File: src/rtl/seg_pkg.sv
// seg_pkg: shared constants and sizing helper for the segment scan controller.
package seg_pkg;
    localparam logic [6:0] SEG_OFF = 7'h7F;
    localparam int NUM_DIGITS_DEF = 4;
    function automatic int cnt_width(input int div);
        return (div > 1) ? $clog2(div) : 1;
    endfunction
endpackage

File: src/rtl/seven_segment.sv
// seven_segment: hex nibble to active-low segment pattern, g..a = bit 6..0.
module seven_segment (
    input  logic [3:0] hex,
    output logic [6:0] seg
);
    localparam logic [6:0] LUT [16] = '{
        7'h40, 7'h79, 7'h24, 7'h30, 7'h19, 7'h12, 7'h02, 7'h78,
        7'h00, 7'h10, 7'h08, 7'h03, 7'h46, 7'h21, 7'h06, 7'h0E
    };
    assign seg = LUT[hex];
endmodule

File: src/rtl/seg_scan_ctrl.sv
// seg_scan_ctrl: multiplexed seven-segment scanner with frame-aligned double-buffered updates.
module seg_scan_ctrl
    import seg_pkg::*;
#(
    parameter int NUM_DIGITS = NUM_DIGITS_DEF,
    parameter int DIV        = 50000
) (
    input  logic                    clk,
    input  logic                    rst_n,
    input  logic                    enable,
    input  logic                    load,
    input  logic [4*NUM_DIGITS-1:0] data,
    input  logic [NUM_DIGITS-1:0]   blank_mask,
    output logic [NUM_DIGITS-1:0]   digit_sel,
    output logic [6:0]              seg,
    output logic                    frame_done,
    output logic                    upd_pending
);
    localparam int CW = cnt_width(DIV);
    localparam int IW = $clog2(NUM_DIGITS);
    logic [CW-1:0]           cnt;
    logic [IW-1:0]           idx;
    logic [4*NUM_DIGITS-1:0] act_data, pend_data;
    logic [NUM_DIGITS-1:0]   act_blank, pend_blank;
    logic                    tick, wrap, dark;
    logic [3:0]              nib;
    logic [6:0]              dec_seg;
    assign tick = enable && cnt == CW'(DIV - 1);
    assign wrap = tick && idx == IW'(NUM_DIGITS - 1);
    assign nib  = act_data[4*idx +: 4];
    assign dark = !enable || act_blank[idx];
    seven_segment u_dec (.hex(nib), .seg(dec_seg));
    always_ff @(posedge clk or negedge rst_n) begin
        if (!rst_n) begin
            cnt <= '0;
            idx <= '0;
        end else begin
            cnt <= (tick || !enable) ? '0 : cnt + 1'b1;
            if (tick)
                idx <= wrap ? '0 : idx + 1'b1;
        end
    end
    // Active frame only changes at the wrap; a load on the wrap bypasses the pending buffer.
    always_ff @(posedge clk or negedge rst_n) begin
        if (!rst_n) begin
            act_data    <= '0;
            act_blank   <= '0;
            pend_data   <= '0;
            pend_blank  <= '0;
            upd_pending <= 1'b0;
        end else if (wrap) begin
            upd_pending <= 1'b0;
            if (load) begin
                act_data  <= data;
                act_blank <= blank_mask;
            end else if (upd_pending) begin
                act_data  <= pend_data;
                act_blank <= pend_blank;
            end
        end else if (load) begin
            pend_data   <= data;
            pend_blank  <= blank_mask;
            upd_pending <= 1'b1;
        end
    end
    always_ff @(posedge clk or negedge rst_n) begin
        if (!rst_n) begin
            digit_sel  <= '1;
            seg        <= SEG_OFF;
            frame_done <= 1'b0;
        end else begin
            digit_sel  <= dark ? '1 : ~(NUM_DIGITS'(1) << idx);
            seg        <= dark ? SEG_OFF : dec_seg;
            frame_done <= wrap;
        end
    end
endmodule

File: config.mk
export PLATFORM = sky130hd
export DESIGN_NAME = seg_scan_ctrl
export DESIGN_NICKNAME = d
export VERILOG_FILES = /design/src/rtl/seg_pkg.sv /design/src/rtl/seven_segment.sv /design/src/rtl/seg_scan_ctrl.sv
export SDC_FILE = /design/constraint.sdc
export NUM_CORES = 1
export LEC_CHECK = 0
export CAP_MARGIN = 20
export CORE_MARGIN = 2
export CORE_UTILIZATION = 45
export CTS_BUF_LIST = sky130_fd_sc_hd__clkbuf_4
export DETAILED_ROUTE_END_ITERATION = 7
export GPL_TIMING_DRIVEN = 0
export PLACE_DENSITY_LB_ADDON = 0.12
export SLEW_MARGIN = 20
export SYNTH_ARGS = -nofsm -noshare
export SYNTH_HDL_FRONTEND = slang
export SYNTH_SLANG_ARGS = --single-unit
File: constraint.sdc
create_clock -name clk -period 2.8 [get_ports clk]
set_input_delay 0.56 -clock clk [delete_from_list [all_inputs] [get_ports clk]]
set_output_delay 0.56 -clock clk [all_outputs]
set_load 0.005 [all_outputs]
======== Word level (Yosys, flattened, before mapping) ========
Memories as Yosys holds them, arrays and structs flattened.
Index checks and enable logic that the tools add are counted.
storage, ports and cells
  memory bits (read-only) ................. 112
  bits of input ports ..................... 24
  memories kept ........................... 1
  word-level logic and storage cells ...... 45
  bits in registers ....................... 71
operators by class
  multiplexer cells ....................... 14
  add/subtract/negate cells ............... 2
  order comparisons ....................... 2
  eq/ne operators ......................... 2
  shifts and indexed selects .............. 2
  reduce and logical (&&, ||, !) cells .... 9
  bitwise operators ....................... 3
memory list
  name              depth  bits a word  rd ports  clocked after Yosys merged registers in  write ports  RTL line             text
  (name not given)  16     7            1         0                                        0            seven_segment.sv:10  assign seg = LUT[hex];
operators with widths
  operator                 count
  $mux W16                 3
  $mux W7                  3
  $add A16 B1 Y16 const B  1
  $eq A16 B16 Y1 const B   1
  $shiftx A16 B5 Y4        1
  $mux W4                  3
  $ge A5 B5 Y1 const B     1
  $not A4 Y5               1
  $not A4 Y4               1
  $reduce_and A2 Y1        2
  $reduce_bool A2 Y1       2
  $shl A1 B2 Y4 const A    1
  $lt A2 B3 Y1 const B     1
  $mux W1                  3
  $add A2 B1 Y2 const B    1
  $bmux W1 S2              1
  $eq A2 B2 Y1 const B     1
  $logic_and A1 B1 Y1      2
  $logic_or A1 B1 Y1       2
  $mux W2                  1
  $logic_not A1 Y1         1
  $not A1 Y1               1

======== Depth between registers and ports, before layout ========
Gate-level depths: netlist (run 1).
  word-level depth ........................ 6
  mapped depth ............................ 7

======== Hierarchy ========
From an unflattened synthesis (run 1), not the netlist that was laid out.
second synthesis, totals
  cells, all modules ...................... 321
  area, all modules ....................... 3,507.1 µm²
by module, submodules not included
  module         cells an instance  instances  sequential area each (µm²)  area each (µm²)
  seg_scan_ctrl  285                1          1,790.5                     3,250.6
  seven_segment  36                 1          0.0                         256.5

======== Worst setup path after synthesis (run 1) ========
Ideal clock, no wire load.
  path type ............................... flip-flop to flip-flop
  start ................................... reg idx[1]
  end ..................................... reg pend_blank[0]
  setup slack ............................. 0.696 ns
  library setup time ...................... 0.125 ns
  arrival time ............................ 1.979 ns
  data required time ...................... 2.675 ns
  cell stages (with the launch flop) ...... 8
  path through ............................ dfrtp_1 -> ha_1 -> nand2_2 -> or4_4 -> buf_6 -> o21ai_1 -> buf_4 -> mux2_2
on the way
  word-level cells in the longest chain between the ends .. 4
RTL lines
  item                         RTL line             text
  from (decl)                  seg_scan_ctrl.sv:22  logic [IW-1:0] idx;
  from (signal assigned)       seg_scan_ctrl.sv:40  idx <= wrap ? '0 : idx + 1'b1;
  $eq A2 B2 Y1                 seg_scan_ctrl.sv:29  assign wrap = tick && idx == IW'(NUM_DIGITS - 1);
  $logic_and A1 B1 Y1          seg_scan_ctrl.sv:29
  $not A1 Y1 (no line)         --
  $reduce_and A2 Y1 (no line)  --
  to (signal assigned)         seg_scan_ctrl.sv:62  pend_blank <= blank_mask;
  to (decl)                    seg_scan_ctrl.sv:24  logic [NUM_DIGITS-1:0] act_blank, pend_blank;
No other way between the ends.
A chain may end at the register's enable or synchronous reset.

======== Worst setup path in the final report (run 1) ========
  start ................................... reg idx[1]
  end ..................................... reg pend_data[5]
on the way
  word-level cells in the longest chain between the ends .. 4
RTL lines
  item                         RTL line             text
  $eq A2 B2 Y1                 seg_scan_ctrl.sv:29
  $logic_and A1 B1 Y1          seg_scan_ctrl.sv:29
  $not A1 Y1 (no line)         --
  $reduce_and A2 Y1 (no line)  --
  to (signal assigned)         seg_scan_ctrl.sv:61  pend_data <= data;
  to (decl)                    seg_scan_ctrl.sv:23  logic [4*NUM_DIGITS-1:0] act_data, pend_data;
No other way between the ends.

==> summary.md, run 1 <==
| Metric | Value |
|---|---|
| FMAX | just over 0.4 GHz |
| Number of max-cap violations | 0 |
| Yosys reg bits | ~70 |
| Run status | complete, no violations |
| Asr flop ratio synth | 1.000 |
| Port Buffers | 36 |
| Worst r2r dst | pend_data[5]$_DFFE_PN0P_ |
| First-pass GRT wire length | 12.28 mm |
| Yosys warns | 0 |
| # DRC | 0 |
| Hold Slack | between 0.07 and 0.08 ns |
| Max FO, Critical Path | 10 |
| Clock Skew | 0.01302 ns |
| Crit path cell chain | ha_1 > nand2_2 > or4_4 > buf_6 > o21ai_1 > buf_4 > mux2_2 |
| Root Buffer | clkbuf_4 |
| Crit. path cell count | 7 |
| Overall power | 1.786 mW |
| Area Growth Syn to Fin | 17.54% |
| VDD IR max | 0.2732 mV |
| Unrepaired setup endpoints after global routing | no |
| Dpl hpwl | between 5 and 6 mm |
| Hold crit path type | in -> async |
| Crit path to | pend_data[5]$_DFFE_PN0P_ |
| GP Congestion | 0.8573 |
| Largest net degree at the start of global routing | 43 |
| Synth unique cells | 47 |
| Num rows | 32 |
| Register-to-Register Path Depth | 7 |
| Final setup violation count | 0 |
| Relative slew slack | 0.6111 |
| Sink count of the clock tree | 71 |
| Number of synthesized flops with an enable pin | 0 |
| Post-Synthesis Net Count | 323 |
| CTS tree | built |
| Io pins | 37 |
| TritonRoute pass-1 iters | 4 |
| Synth Flop Type | dfrtp_1 |
| Vias in the first global route | 2402 |
| Clock tree buffer depth | 2 |
| Kind of start point of the critical path | flop |
| DIE AREA | 0.008556 mm² |
| Via count | 2415 |
| Mapped Avg Cell Area | 12.24 µm² |
| Share of post-route cells with drive strength above 1 | 0.2375 |
| Power per Cell Area | ~430 mW/mm² |
| CP top delay family | flip-flops |
| Postcts setup bufs | 0 |
| Wire per inst | 15.86 µm |
| CP max stage cell | dfrtp_1 |
| Period utilization | 0.8657 |
| Die width | 92.50 µm |
| Fin. Hold Viols | 0 |
| Antenna Nets Post-Route | 0 |
| Required @ worst endpoint | 3.09 ns |
| R2R Path Start | idx[1]$_DFFE_PN0P_ |
| Fin nets | between 300 and 400 |
| Final Max Tran Viols | 0 |
| # resized after CTS | 0 |
| Post-synthesis sequential area ratio | 0.5080 |
| First DRT Iteration DRCs | 114 |
| Max stage delay on crit path | a little under 0.6 ns |
| Core box area | 0.007647 mm² |
| Commonest non-fill, non-tap cells in the layout | dfrtp_1, clkdlybuf4s50_1, mux2_2 |
| CP Class | reg -> reg |
| CP startpoint | idx[1]$_DFFE_PN0P_ |
| Leading cell type in the layout, fill and taps excluded | dfrtp_1 |
| Buffers & Inverters on Critical Path | 2 |
| Antenna cell count | 0 |
| Die boundary height | 92.50 µm |
| Crit path DAT | 2.71 ns |
| Final WL | 7.024 mm |
| Initial antenna violation count | 0 |
| Endpoint class of the critical path | flop |
| Clk slew on worst S/H paths | 0.10 ns |
| Min Tclk post-route | roughly 2.4 ns |
| Later-pin clock latency in the skew report | 0.40 ns |
| Reg2reg setup slack | ~0.38 ns |
| Via/cell ratio | around 5.5 |
| GRT Util Overall | 0.1865 |
| Slew @ Worst Pin | about 0.58 ns |
| Mapped cell area | 0.003525 mm² |
| Initial Util | 0.4609 |
| Post-Synthesis Cells | 288 |
| Remaining global-route overflow | 0 |
| Hold buffer count at CTS | 0 |
| CTS Buf Count | 9 |
| Htree depth | 3 |
| Static Leak | around 1.7 nW |
==> metrics by stage <==
step	instances	TNS [ns]	area [µm²]	util	worst slack, ns
after floorplan	288	0	3525	-	0.6962
after global placement	426	-79.52	4013	0.5247	-1.249
after detailed placement	427	-0.001270	4030	0.5270	-0.001270
after CTS	443	0	4143	0.5417	0.3391
after global routing	443	0	4143	0.5417	0.2049
final	443	0	4143	0.5417	0.3759
==> report_power, final <==
| group | total (mW) | switching (mW) | internal (mW) |
|---|---|---|---|
| Clock | 0.560 | 0.331 | 0.229 |
| Sequential | 1.08 | 0.0165 | 1.07 |
| Combinational | 0.143 | 0.0607 | 0.0826 |
| Total | 1.79 | 0.408 | 1.38 |
==> cells by family after synthesis <==
kind of cell / after synthesis / share of synthesized area
buffers and inverters: 29 / 0.04047
XOR/XNOR: 13 / 0.03230
adder cells (fa/ha/maj): 11 / 0.03905
AND/OR/NAND/NOR: 95 / 0.1622
AO/OA/AOI/OAI: 39 / 0.1069
flip-flops: 71 / 0.5080
multiplexers: 30 / 0.1111
==> how the worst min path moves through the flow <==
stage                                        start                        to  slack [ns]  depth (start not counted)
after floorplan                              rst_n  act_blank[0]$_DFFE_PN0P_        0.26                          0
after global placement            cnt[0]$_DFF_PN0_          cnt[0]$_DFF_PN0_        0.48                          1
after detailed placement  pend_data[9]$_DFFE_PN0P_  pend_data[9]$_DFFE_PN0P_        0.48                          1
after CTS                                    rst_n      frame_done$_DFF_PN0_        0.07                          1
after global routing                         rst_n          cnt[9]$_DFF_PN0_        0.08                          1
final                                        rst_n          cnt[9]$_DFF_PN0_        0.07                          1
==> synth_stat cells (all sizes together) (8+ instances only) <==
| cell type | n | area (µm²) |
|---|---|---|
| dfrtp | 60 | 1501 |
| mux2 | 23 | 259.0 |
| nor2 | 21 | 78.83 |
| nand4b | 16 | 140.1 |
| o221a | 16 | 180.2 |
| inv | 13 | 48.80 |
| nand2 | 13 | 51.30 |
| buf | 12 | 78.82 |
| dfstp | 11 | 289.0 |
| ha | 11 | 137.6 |
| xnor2 | 10 | 87.58 |
| nand3 | 8 | 40.04 |
==> state kept, by name (all words and copies together), names as in the netlist <==
name	count
pend_data	16
upd_pending	1
act_data	16
digit_sel	4
idx	2
frame_done	1
seg	7
pend_blank	4
cnt	16
act_blank	4
==> layout make-up <==
class,instances,area (µm²)
plain buffers,16,93.84
clock buffers,14,105.1
clock inverters,2,7.507
fillers,681,3505
inverters,13,48.80
multi-input cells,188,1592
flip-flops and latches,71,1790
well taps,102,127.6
repair buffers,37,377.9
==> layer usage <==
layer / track usage / wire length, µm
met5: 0 / 0
met1: 0.2603 / 3398
met3: 0.02441 / 195
met4: 0.08582 / 164
met2: 0.2908 / 3265
Note: power is estimated with default switching activity, not from simulation.
==> run 2, diff against run 1 <==
- SLEW_MARGIN: 20 -> default
==> summary.md, run 2 (synthesis gave the netlist of run 1 again) <==
| Metric | Value |
|---|---|
| Clock tree buffer depth | 2 |
| Max stage delay on crit path | ~0.57 ns |
| Fin nets | 370 |
| Initial Util | 0.4609 |
| Setup TNS | 0 ns |
| Initial antenna violation count | 0 |
| Hold buffer count at CTS | 0 |
| # resized after CTS | 0 |
| Antenna cell count | 0 |
| Final setup violation count | 0 |
| CP Class | reg -> reg |
| Die width | 92.50 µm |
| Overall power | 1.750 mW |
| Unrepaired setup endpoints after global routing | no |
| Final WL | 7.083 mm |
| Core box area | 0.007647 mm² |
| Max FO, Critical Path | 10 |
| Hold Slack | roughly 0.25 ns |
| # fillers | 686 |
| Clock Skew | 0.01163 ns |
| Final Max Tran Viols | 0 |
| Via count | 2428 |
| Hold crit path type | in -> async |
| Largest net degree at the start of global routing | 72 |
| Wire per inst | between 15 and 20 µm |
| Min Tclk post-route | 2.416 ns |
| Port Buffers | 36 |
| Crit path DAT | 2.71 ns |
| Reg2reg setup slack | 0.38 ns |
| Slew @ Worst Pin | 0.8748 ns |
| Top Registers | act_data (16), cnt (16), pend_data (16) |
| Period utilization | 0.8628 |
| Later-pin clock latency in the skew report | about 0.42 ns |
| Crit path cell chain | ha_1 > nand2_2 > or4_4 > buf_6 > o21ai_1 > buf_4 > mux2_2 |
| Num rows | 32 |
| FMAX | 0.4140 GHz |
| TritonRoute pass-1 iters | 4 |
| Register-to-Register Path Depth | 7 |
| Share of post-route cells with drive strength above 1 | 0.2353 |
| Buffers & Inverters on Critical Path | 2 |
| Clk slew on worst S/H paths | 0.11 ns |
| Post-route cell area | about 0.004 mm² |
| Postcts setup bufs | 0 |
| Worst r2r dst | pend_data[5]$_DFFE_PN0P_ |
| DIE AREA | approximately 0.0086 mm² |
| Area Growth Syn to Fin | 16.68% |
| GP Congestion | 0.8573 |
| Commonest non-fill, non-tap cells in the layout | dfrtp_1, clkdlybuf4s50_1, mux2_2 |
| Dpl hpwl | 4.919 mm |
| GRT Util Overall | 0.1836 |
| VDD IR max | roughly 0.2 mV |
| Sink count of the clock tree | 71 |
| Required @ worst endpoint | 3.10 ns |
| Remaining global-route overflow | 0 |
| Root Buffer | clkbuf_4 |
| CP top delay family | flip-flops |
| Via/cell ratio | 5.493 |
| Kind of start point of the critical path | flop |
| Fin. Hold Viols | 0 |
| Relative slew slack | 0.4168 |
| CTS tree | built |
| Run status | complete, no violations |
| Number of max-cap violations | 0 |
| Antenna Nets Post-Route | 0 |
| Io pins | 37 |
| # DRC | 0 |
| Static Leak | 1.648 nW |
| Power per Cell Area | 425.5 mW/mm² |
| First-pass GRT wire length | about 12 mm |
| Endpoint class of the critical path | flop |
| Leading cell type in the layout, fill and taps excluded | dfrtp_1 |
| Vias in the first global route | 2417 |
| Die boundary height | 92.50 µm |
| R2R Path Start | idx[1]$_DFFE_PN0P_ |
| Htree depth | 3 |
| CP max stage cell | dfrtp_1 |
| CTS Buf Count | 9 |
| First DRT Iteration DRCs | 92 |
| Placement-stage cell area | 0.004010 mm² |
## run 2: area by class of cell
class                   count  area (µm²)  share of cell area
clock buffers              10       75.07             0.01825
repair buffers             36       357.8             0.08701
clock inverters             6       27.53            0.006693
plain buffers              16       93.84             0.02282
inverters                  13       48.80             0.01186
flip-flops and latches     71        1790              0.4354
multi-input cells         188        1592              0.3870
well taps                 102       127.6             0.03103
## run 2: how the worst max path moves through the flow
stage | start | end | slack, ns | depth (start not counted)
2_1_floorplan | idx[1]$_DFFE_PN0P_ | pend_blank[0]$_DFFE_PN0P_ | 0.70 | 7
3_3_place_gp | rst_n | pend_data[10]$_DFFE_PN0P_ | -1.25 | 1
3_5_place_dp | enable | pend_data[5]$_DFFE_PN0P_ | 0.03 | 7
4_1_cts | idx[1]$_DFFE_PN0P_ | pend_data[5]$_DFFE_PN0P_ | 0.35 | 7
5_1_grt | idx[1]$_DFFE_PN0P_ | pend_data[8]$_DFFE_PN0P_ | 0.21 | 7
6_report | idx[1]$_DFFE_PN0P_ | pend_data[5]$_DFFE_PN0P_ | 0.38 | 7
## run 2: where the power goes
| group | internal, mW | total, mW | switching, mW |
|---|---|---|---|
| sequential | 1.07 | 1.08 | 0.0161 |
| clock | 0.181 | 0.528 | 0.347 |
| combinational | 0.0797 | 0.139 | 0.0595 |
| total | 1.33 | 1.75 | 0.423 |
## run 2: routing by layer
layer	vias to the layer above	routed length, µm	track usage
met1	1201	3376	0.2555
met3	11	244	0.02848
met5	-	0	0
li1	1170	-	-
met2	46	3326	0.2859
met4	0	136	0.07960
## run 2: metrics by stage
| stage | cells | util | setup slack, ns |
|---|---|---|---|
| after global placement | 426 | 0.5247 | -1.249 |
| after floorplan | 288 | - | 0.6962 |
| after CTS | 442 | 0.5378 | 0.3478 |
| after global routing | 442 | 0.5378 | 0.2112 |
| after detailed placement | 426 | 0.5244 | 0.02700 |
| final | 442 | 0.5378 | 0.3843 |
==> run 3, diff against run 2 <==
- CORE_UTILIZATION: 45 -> 40
==> summary.md, run 3 (synthesis gave the netlist of run 1 again) <==
| Metric | Value |
|---|---|
| Run status | complete, no violations |
| Dpl hpwl | 5.081 mm |
| Worst r2r dst | pend_data[4]$_DFFE_PN0P_ |
| Htree depth | 3 |
| CTS Buf Count | 9 |
| Top Registers | act_data (16), cnt (16), pend_data (16) |
| Die boundary height | 97.87 µm |
| Via/cell ratio | 5.406 |
| Initial Util | 0.4081 |
| Endpoint class of the critical path | flop |
| Post-place setup slack | 0.004549 ns |
| Relative slew slack | 0.4090 |
| First-pass GRT wire length | 12.63 mm |
| Hold crit path type | in -> async |
| Commonest non-fill, non-tap cells in the layout | dfrtp_1, clkdlybuf4s50_1, mux2_2 |
| Antenna cell count | 0 |
| Crit path to | pend_data[4]$_DFFE_PN0P_ |
| Number of max-cap violations | 0 |
| Hold Slack | roughly 0.25 ns |
| Reg2reg setup slack | about 0.38 ns |
| Max FO, Critical Path | 10 |
| VDD IR max | 0.1935 mV |
| CP startpoint | idx[1]$_DFFE_PN0P_ |
| Overall power | 1.944 mW |
| Cells after DPL | 432 |
| # DRC | 0 |
| Remaining global-route overflow | 0 |
| Static Leak | 1.670 nW |
| # fillers | roughly 800 |
| Clock Skew | 0.01802 ns |
| Via count | 2422 |
| Non-Filler Instances | around 450 |
| TritonRoute pass-1 iters | 4 |
| DIE AREA | 0.009579 mm² |
| Unrepaired setup endpoints after global routing | no |
| Hold buffer count at CTS | 0 |
| Fin nets | 370 |
| Max stage delay on crit path | 0.57 ns |
| Wire per inst | 16.24 µm |
| Root Buffer | clkbuf_4 |
| CP Class | reg -> reg |
| Postcts setup bufs | 0 |
| Min Tclk post-route | 2.420 ns |
| Vias in the first global route | 2469 |
| Fin. Hold Viols | 0 |
| Power per Cell Area | 465.8 mW/mm² |
| Final WL | 7.275 mm |
| Crit path DAT | about 2.7 ns |
| Io pins | 37 |
| Crit path cell chain | ha_1 > nand2_2 > or4_4 > buf_6 > o21ai_1 > buf_4 > mux2_2 |
| Later-pin clock latency in the skew report | 0.40 ns |
| Register-to-Register Path Depth | 7 |
| Sink count of the clock tree | a little over 70 |
| Final WS setup | 0.3796 ns |
| Slew @ Worst Pin | approximately 0.89 ns |
| Required @ worst endpoint | between 3 and 4 ns |
| # resized after CTS | 0 |
| Footprint of the multi-input gates | 0.001592 mm² |
| Storage element area | 0.001790 mm² |
| Core box area | 0.008636 mm² |
| Port Buffers | 36 |
| Die width | 97.87 µm |
| FMAX | about 0.41 GHz |
| GRT Util Overall | 0.1668 |
| Period utilization | 0.8644 |
| Share of post-route cells with drive strength above 1 | 0.2353 |
| Kind of start point of the critical path | flop |
| First DRT Iteration DRCs | about 100 |
| Area Growth Syn to Fin | 18.39% |
| Leading cell type in the layout, fill and taps excluded | dfrtp_1 |
| Clk slew on worst S/H paths | about 0.12 ns |
| GP Congestion | 0.8197 |
| Num rows | 34 |
| Largest net degree at the start of global routing | about 70 |
| Antenna Nets Post-Route | 0 |
| Initial antenna violation count | 0 |
| CP max stage cell | dfrtp_1 |
| Final Max Tran Viols | 0 |
| Final setup violation count | 0 |
| CTS tree | built |
| Clock tree buffer depth | 2 |
| R2R Path Start | idx[1]$_DFFE_PN0P_ |
==> run 3: critical path: cells and delay by family (launching register included) <==
family / cells / cell delay [ns]
AOI/OAI and AO/OA: 1 / 0.15
adders and majority gates: 1 / 0.32
buffers and inverters: 2 / 0.38
DFF: 1 / 0.57
muxes: 1 / 0.35
and+or+nand+nor: 2 / 0.52
==> run 3: how the worst min path moves through the flow <==
stage                         startpoint                         to  cells after the start  slack [ns]
2_1_floorplan                      rst_n   act_blank[0]$_DFFE_PN0P_                      0        0.26
4_1_cts                            rst_n           cnt[9]$_DFF_PN0_                      1        0.29
3_5_place_dp    pend_data[7]$_DFFE_PN0P_   pend_data[7]$_DFFE_PN0P_                      1        0.48
5_1_grt                            rst_n       frame_done$_DFF_PN0_                      1        0.32
6_report                           rst_n           cnt[7]$_DFF_PN0_                      1        0.25
3_3_place_gp   pend_data[11]$_DFFE_PN0P_  pend_data[11]$_DFFE_PN0P_                      1        0.48
==> run 3: power breakdown <==
part / internal [mW] / switching [mW]
sequential: 1.07 / 0.0162
clock: 0.376 / 0.345
combinational: 0.0797 / 0.0602
total: 1.52 / 0.421
==> run 3: per-stage QoR <==
stage / instance area, µm² / setup TNS (ns) / utilization
after CTS: 4173 / 0 / 0.4832
after floorplan: 3525 / 0 / -
after global placement: 4020 / -82.41 / 0.4655
after global routing: 4173 / 0 / 0.4832
after detailed placement: 4018 / 0 / 0.4652
final: 4173 / 0 / 0.4832
==> run 3: layout make-up <==
class                           instances  area share
Inverter                               13     0.01169
Multi-Input combinational cell        188      0.3814
Sequential cell                        71      0.4291
Timing Repair Buffer                   36     0.08576
Tap cell                              108     0.03238
Buffer                                 16     0.02249
Clock buffer                           11     0.01979
Clock inverter                          5     0.01739
==> run 3: metal layers <==
metal / vias up / part of all wire / track usage / wire, µm
met5: - / 0 / 0 / 0
met4: 0 / 0.022 / 0.07051 / 157
met3: 10 / 0.040 / 0.03508 / 291
met2: 51 / 0.47 / 0.2508 / 3430
met1: 1189 / 0.47 / 0.2348 / 3396
li1: 1172 / - / - / -
